--- src/rtl/sd_spi_responder.sv ---
// SPI-mode SD card responder: answers the card init sequence and CMD17
// single-block reads, streaming block bytes from an external memory port.
module sd_spi_responder #(
  parameter int unsigned ACMD41_BUSY = 2,
  parameter int unsigned READ_GAP    = 4,
  parameter logic [31:0] OCR         = 32'hC0FF8000
) (
  input  logic        clk,
  input  logic        reset,
  input  logic        cs,
  input  logic        sclk,
  input  logic        mosi,
  output logic        miso,
  output logic [40:0] mem_addr,
  output logic        mem_rd,
  input  logic [7:0]  mem_data,
  output logic        init_done,
  output logic        cmd_strobe,
  output logic [5:0]  last_cmd,
  output logic [31:0] last_arg
);
  localparam int unsigned CNT_W    = 8;
  localparam logic [8:0]  LAST_IDX = 9'd511;

  typedef enum logic [2:0] {HUNT, CMD, NCR, RESP, GAP, TOKEN, DATA, CRC} state_t;
  state_t state, state_nxt;

  logic [1:0]       cs_sync, sclk_sync, mosi_sync;
  logic             sclk_d, cs_s, mosi_s, sclk_rise, sclk_fall;
  logic [37:0]      frame_sr;
  logic [5:0]       bit_cnt;
  logic [7:0]       tx_byte, load_val, hold;
  logic [2:0]       tx_bit, resp_cnt;
  logic [39:0]      resp_buf;
  logic [CNT_W-1:0] gap_cnt, busy_cnt;
  logic             crc_second, is_read, app_flag, mem_rd_d;
  logic [8:0]       data_idx;
  logic             byte_done, cmd_done;

  // Command decode, evaluated on the final bit of a frame
  logic [5:0]       f_cmd;
  logic [31:0]      f_arg, trail;
  logic [7:0]       r1;
  logic [2:0]       resp_len;
  logic             rd_cmd, init_nxt, app_nxt;
  logic [CNT_W-1:0] busy_nxt;

  assign cs_s      = cs_sync[1];
  assign mosi_s    = mosi_sync[1];
  assign sclk_rise = !cs_s && sclk_sync[1] && !sclk_d;
  assign sclk_fall = !cs_s && !sclk_sync[1] && sclk_d;
  assign f_cmd     = frame_sr[37:32];
  assign f_arg     = frame_sr[31:0];
  assign cmd_done  = sclk_rise && (state == CMD) && (bit_cnt == 6'd47);
  assign byte_done = sclk_rise && (tx_bit == 3'd7) && (state != HUNT) && (state != CMD);

  always_ff @(posedge clk or posedge reset) begin
    if (reset) begin
      cs_sync   <= 2'b11;
      sclk_sync <= 2'b00;
      mosi_sync <= 2'b11;
      sclk_d    <= 1'b0;
    end else begin
      cs_sync   <= {cs_sync[0], cs};
      sclk_sync <= {sclk_sync[0], sclk};
      mosi_sync <= {mosi_sync[0], mosi};
      sclk_d    <= sclk_sync[1];
    end
  end

  always_comb begin
    r1       = {7'd0, ~init_done};
    trail    = 32'd0;
    resp_len = 3'd1;
    rd_cmd   = 1'b0;
    init_nxt = init_done;
    app_nxt  = 1'b0;
    busy_nxt = busy_cnt;
    case (f_cmd)
      6'd0: begin
        r1       = 8'h01;
        init_nxt = 1'b0;
        busy_nxt = '0;
      end
      6'd8: begin
        trail    = {16'h0000, 8'h01, f_arg[7:0]};
        resp_len = 3'd5;
      end
      6'd55: app_nxt = 1'b1;
      6'd41: begin
        if (!app_flag) begin
          r1 = 8'h04 | {7'd0, ~init_done};
        end else if (init_done || busy_cnt >= CNT_W'(ACMD41_BUSY)) begin
          r1       = 8'h00;
          init_nxt = 1'b1;
        end else begin
          r1       = 8'h01;
          busy_nxt = busy_cnt + CNT_W'(1);
        end
      end
      6'd58: begin
        trail    = OCR;
        resp_len = 3'd5;
      end
      6'd16: r1 = {7'd0, ~init_done};
      6'd17: begin
        if (init_done) begin
          r1     = 8'h00;
          rd_cmd = 1'b1;
        end else begin
          r1 = 8'h05;
        end
      end
      default: r1 = 8'h04 | {7'd0, ~init_done};
    endcase
  end

  always_ff @(posedge clk or posedge reset) begin
    if (reset) state <= HUNT;
    else       state <= state_nxt;
  end

  // Next state and the byte to queue at each byte boundary
  always_comb begin
    state_nxt = state;
    load_val  = 8'hFF;
    if (cs_s) begin
      state_nxt = HUNT;
    end else begin
      case (state)
        HUNT:  if (sclk_rise && !mosi_s) state_nxt = CMD;
        CMD:   if (cmd_done) state_nxt = NCR;
        NCR: if (byte_done) begin
          state_nxt = RESP;
          load_val  = resp_buf[39:32];
        end
        RESP: if (byte_done) begin
          if (resp_cnt != 3'd0) begin
            load_val = resp_buf[39:32];
          end else if (!is_read) begin
            state_nxt = HUNT;
          end else if (READ_GAP == 0) begin
            state_nxt = TOKEN;
            load_val  = 8'hFE;
          end else begin
            state_nxt = GAP;
          end
        end
        GAP: if (byte_done && gap_cnt == '0) begin
          state_nxt = TOKEN;
          load_val  = 8'hFE;
        end
        TOKEN: if (byte_done) begin
          state_nxt = DATA;
          load_val  = hold;
        end
        DATA: if (byte_done) begin
          if (data_idx == LAST_IDX) begin
            state_nxt = CRC;
            load_val  = 8'h00;
          end else begin
            load_val = hold;
          end
        end
        CRC: if (byte_done) begin
          if (crc_second) state_nxt = HUNT;
          else            load_val  = 8'h00;
        end
        default: state_nxt = HUNT;
      endcase
    end
  end

  always_ff @(posedge clk or posedge reset) begin
    if (reset) begin
      miso       <= 1'b1;
      mem_addr   <= '0;
      mem_rd     <= 1'b0;
      mem_rd_d   <= 1'b0;
      init_done  <= 1'b0;
      cmd_strobe <= 1'b0;
      last_cmd   <= '0;
      last_arg   <= '0;
      frame_sr   <= '0;
      bit_cnt    <= '0;
      tx_byte    <= 8'hFF;
      tx_bit     <= '0;
      resp_buf   <= '0;
      resp_cnt   <= '0;
      gap_cnt    <= '0;
      busy_cnt   <= '0;
      crc_second <= 1'b0;
      is_read    <= 1'b0;
      app_flag   <= 1'b0;
      data_idx   <= '0;
      hold       <= '0;
    end else begin
      cmd_strobe <= cmd_done;
      mem_rd     <= 1'b0;
      mem_rd_d   <= mem_rd;
      if (mem_rd_d) hold <= mem_data;

      // miso idles high; otherwise it shifts out MSB first on sclk fall
      if (cs_s || state_nxt == HUNT || state_nxt == CMD) miso <= 1'b1;
      else if (sclk_fall) miso <= tx_byte[3'd7 - tx_bit];

      if (cs_s) begin
        bit_cnt <= '0;
        tx_bit  <= '0;
      end else begin
        if (sclk_rise && state == HUNT) bit_cnt <= mosi_s ? 6'd0 : 6'd1;
        if (sclk_rise && state == CMD) begin
          bit_cnt <= bit_cnt + 6'd1;
          if (bit_cnt >= 6'd2 && bit_cnt <= 6'd39) frame_sr <= {frame_sr[36:0], mosi_s};
        end
        if (sclk_rise && state != HUNT && state != CMD) tx_bit <= tx_bit + 3'd1;
        if (byte_done) tx_byte <= load_val;

        if (cmd_done) begin
          last_cmd  <= f_cmd;
          last_arg  <= f_arg;
          resp_buf  <= {r1, trail};
          resp_cnt  <= resp_len;
          is_read   <= rd_cmd;
          init_done <= init_nxt;
          app_flag  <= app_nxt;
          busy_cnt  <= busy_nxt;
          tx_byte   <= 8'hFF;
          tx_bit    <= '0;
        end

        if (byte_done) begin
          if (state == NCR || (state == RESP && resp_cnt != 3'd0)) begin
            resp_buf <= {resp_buf[31:0], 8'h00};
            resp_cnt <= resp_cnt - 3'd1;
          end
          if (state == RESP && state_nxt == GAP) gap_cnt <= CNT_W'(READ_GAP - 1);
          if (state == GAP) gap_cnt <= gap_cnt - CNT_W'(1);
          // Byte n is fetched while byte n-1 is on the wire
          if (state_nxt == TOKEN && state != TOKEN) begin
            mem_rd   <= 1'b1;
            mem_addr <= {last_arg, 9'd0};
          end
          if (state == TOKEN) begin
            data_idx      <= '0;
            mem_rd        <= 1'b1;
            mem_addr[8:0] <= 9'd1;
          end
          if (state == DATA && data_idx != LAST_IDX) begin
            data_idx <= data_idx + 9'd1;
            if (data_idx < 9'd510) begin
              mem_rd        <= 1'b1;
              mem_addr[8:0] <= data_idx + 9'd2;
            end
          end
          if (state == DATA) crc_second <= 1'b0;
          if (state == CRC)  crc_second <= 1'b1;
        end
      end
    end
  end

endmodule

--- config.mk ---
export PLATFORM = sky130hd
export DESIGN_NAME = sd_spi_responder
export DESIGN_NICKNAME = d
export VERILOG_FILES = /design/src/rtl/sd_spi_responder.sv
export SDC_FILE = /design/constraint.sdc
export NUM_CORES = 1
export LEC_CHECK = 0
export BUFFER_PORTS_ARGS = -buffer_cell sky130_fd_sc_hd__buf_2
export CAP_MARGIN = 10
export CORE_UTILIZATION = 40
export CTS_BUF_LIST = sky130_fd_sc_hd__clkbuf_4
export DETAILED_ROUTE_END_ITERATION = 12
export SLEW_MARGIN = 5
export SYNTH_ARGS = -nofsm -noshare
export SYNTH_HDL_FRONTEND = slang
export SYNTH_SLANG_ARGS = --single-unit
export TNS_END_PERCENT = 100
--- constraint.sdc ---
create_clock -name clk -period 9.19 [get_ports clk]
set_clock_uncertainty 0.05 [all_clocks]
set_input_delay 0.919 -clock clk [delete_from_list [all_inputs] [get_ports clk]]
set_output_delay 0.919 -clock clk [all_outputs]
set_load 0.005 [all_outputs]
==> summary.md <==
| Metric | Value |
|---|---|
| Die width | 160 um |
| CTS Hold Buffers Added | 0 |
| Yosys reg bits | 228 |
| Footprint of the multi-input gates | 3960 um^2 |
| Top cells by count, synth | dfrtp_1, nand2_1, mux2_2 |
| Synth warnings | 0 |
| Worst skew pair latency | 0.72 ns |
| Post-CTS sizing | 0 |
| Num rows | 57 |
| Placed Area | 10700 um^2 |
| # port buffers | 95 |
| WS Path Type | flop to flop |
| Initial Util | 40.8% |
| Initial antenna violation count | 1 |
| Slew of the pin with the lowest slew margin | 0.943 ns |
| Top cell type's share of synthesized area | 54.1% |
| Mapped Nets | 934 |
| Vias per cell | 5.09 |
| Post-Syn Area | 9950 um^2 |
| Maximum vdd drop | 0.0000817 V |
| Grt peak-use layer | met2 |
| Syn Inst Count | 908 |
| Die Y | 160 um |
| Max Slew Vio Count | 0 |
| Fmax | 308 MHz |
| Met2 Resource Use GR | 25.6% |
| TritonCTS Buffers | 60 |
| TritonCTS clock tree | yes |
| Share of post-route cells with drive strength above 1 | 29.5% |
| Post-synth EDFFs | 0 |
| Area growth syn-to-layout | 15.4% |
| Crit path launch type | flop |
| Post-CTS setup buffers | 0 |
| Yosys cell types | 66 |
| Avg WL per Cell | 14.9 um |
| Slowest CP cell | dfrtp_1 |
| Fin crit period | 3.24 ns |
| DRC viols | 0 |
| RSZ-0062 raised after global routing | no |
| Initial DRC count | 475 |
| Fillers | 2356 |
| Met3 GRT Util | 3.66% |
| Sequential share of the synthesized area | 57.5% |
| Status | finished clean |
| Pleak | 5.88 nW |
| Crit path required time | 9.69 ns |
| Htree depth | 2 |
| ANT nets after route | 0 |
| CTS Buffer Depth | 3 |
| CP bufs+invs | 1 |
| Async S/R FF share, synth | 100% |
| Nets | 1048 |
| Setup tns final | 0 ns |
| Core ar. | 24400 um^2 |
| Fin area | 11500 um^2 |
| Clock sink count | 228 |
| Global route overflow | 0 |
| Power Density | 169 nW/um^2 |
| Leading area contributor after synthesis | dfrtp_1 |
| Vias in the first global route | 6983 |
| Crit-path max cell delay | 0.60 ns |
| Most frequent cell after synthesis | dfrtp_1 |
| Post-Route WL | 20800 um |
| Setup ws final | 5.95 ns |
| Mean cell area of the mapped netlist | 11.0 um^2 |
| Max-cap violations | 0 |
| Vias | 7138 |
| Global-route wire length before repair | 35300 um |
| Global Route Usage Sum | 16.8% |
| Ports | 96 |
| Dpl ws | 5.98 ns |
| Largest net degree at the start of global routing | 94 |
| Die area | 25500 um^2 |
| Final setup fails | 0 |
| Placer Congestion | 0.803 |
| Final hold vios | 0 |
| DRT Pass-1 Iters | 4 |
| Worst path cell trace | nor4b_4, and4_2, buf_4, o21a_2, nand2_2, mux2_2 |
| Register area | 5720 um^2 |
| CTS Root Cell | clkbuf_4 |
| Data arrival, critical path | 3.74 ns |
| Top delay family on crit path | simple AND/OR/NAND/NOR gates |
| Crit end category | flop |
| Hold Path Class | primary input to flop |
| Max FO, Critical Path | 61 |
| DP HPWL | 13200 um |
| Top FF cell, synth | dfrtp_1 |
| Largest cells by area after synthesis | dfrtp_1, mux2_2, nand2_1 |
| Tcrit/Tclk final | 35.3% |
| M1 GR Usage | 23.3% |
| Worst slew margin | 37.0% |
| Worst-path clk slew | 0.07 ns |
## placed cells by master (no fill, tap or decap), types with 4 or more instances in the layout
cell type	Yosys	routed
ha_1	13	13
nand2b_1	6	6
or3_1	7	7
xnor2_1	5	5
a221o_1	10	10
nand3_1	25	25
a31oi_1	16	16
nand4_1	14	14
xor2_1	13	13
and2_1	4	4
a22oi_1	7	7
dfstp_2	13	13
clkbuf_4	0	98
o31ai_1	10	10
and3_1	9	9
mux2i_1	8	8
mux2_2	81	81
diode_2	0	4
inv_1	14	13
nor2_1	41	41
dfrtp_1	215	215
buf_2	18	95
clkinv_1	0	10
nor3_1	10	9
nor4_1	4	4
nand2_1	203	203
o21ai_0	44	44
a21oi_1	22	22
nor2b_1	10	10
buf_4	5	6
## worst paths after layout
kind | startpoint | endpoint | slack (ns) | depth (start not counted)
max | state[2]$_DFF_PP0_ | busy_cnt[1]$_DFFE_PP0P_ | 5.95 | 6
min | mosi | mosi_sync[0]$_DFF_PP1_ | 0.29 | 1
max reg2reg | state[2]$_DFF_PP0_ | busy_cnt[1]$_DFFE_PP0P_ | 5.95 | 6
min reg2reg | cs_sync[0]$_DFF_PP1_ | cs_sync[1]$_DFF_PP1_ | 0.30 | 0
max in group asynchronous | reset | frame_sr[25]$_DFFE_PP0P_ | 7.43 | 3
min in group asynchronous | reset | cmd_strobe$_DFF_PP0_ | 0.30 | 2
## layout make-up
class | instances | area share (%)
flip-flops and latches | 228 | 49.8
multi-input cells | 617 | 34.5
clock buffers | 98 | 6.41
repair buffers | 101 | 4.53
well taps | 324 | 3.53
clock inverters | 15 | 0.599
inverters | 14 | 0.523
diodes | 4 | 0.0872
## state kept, by name (all words and copies together), names as in the netlist, 8 cells and up
| signal | count |
|---|---|
| mem_addr | 41 |
| resp_buf | 40 |
| frame_sr | 38 |
| last_arg | 32 |
| data_idx | 9 |
| busy_cnt | 8 |
| gap_cnt | 8 |
| hold | 8 |
| tx_byte | 8 |
## through the flow
step | hold slack (ns) | total power, mW | util [%] | instances
4_1_cts | 0.230 | 1.98 | 47.0 | 1397
6_report | 0.291 | 1.94 | 47.1 | 1401
5_1_grt | 0.228 | 2.04 | 47.1 | 1401
3_3_place_gp | 0.296 | 1.06 | 43.7 | 1284
3_5_place_dp | 0.298 | 1.06 | 43.7 | 1284
2_1_floorplan | 0.281 | 1.05 | - | 908
## logic make-up after synthesis
kind of cell / Yosys count / synth area share [%]
adder cells (fa/ha/maj): 13 / 1.63
flip-flops: 228 / 57.5
AND/OR/NAND/NOR: 358 / 16.8
multiplexers: 92 / 10.5
XOR/XNOR: 18 / 1.58
AO/OA/AOI/OAI: 136 / 9.03
buffers and inverters: 63 / 2.94
## layer usage
layer / vias to the layer above / wire (um) / share of wire (%)
li1: 3441 / - / -
met2: 137 / 9560 / 46
met5: - / 0 / 0
met1: 3516 / 9910 / 48
met3: 44 / 892 / 4.3
met4: 0 / 473 / 2.3
## power breakdown
part / internal, mW / switching, mW / total (mW)
registers: 1.01 / 0.00363 / 1.01
logic: 0.00524 / 0.0237 / 0.0290
clock network: 0.483 / 0.418 / 0.901
(Power assumes the default switching activity.)
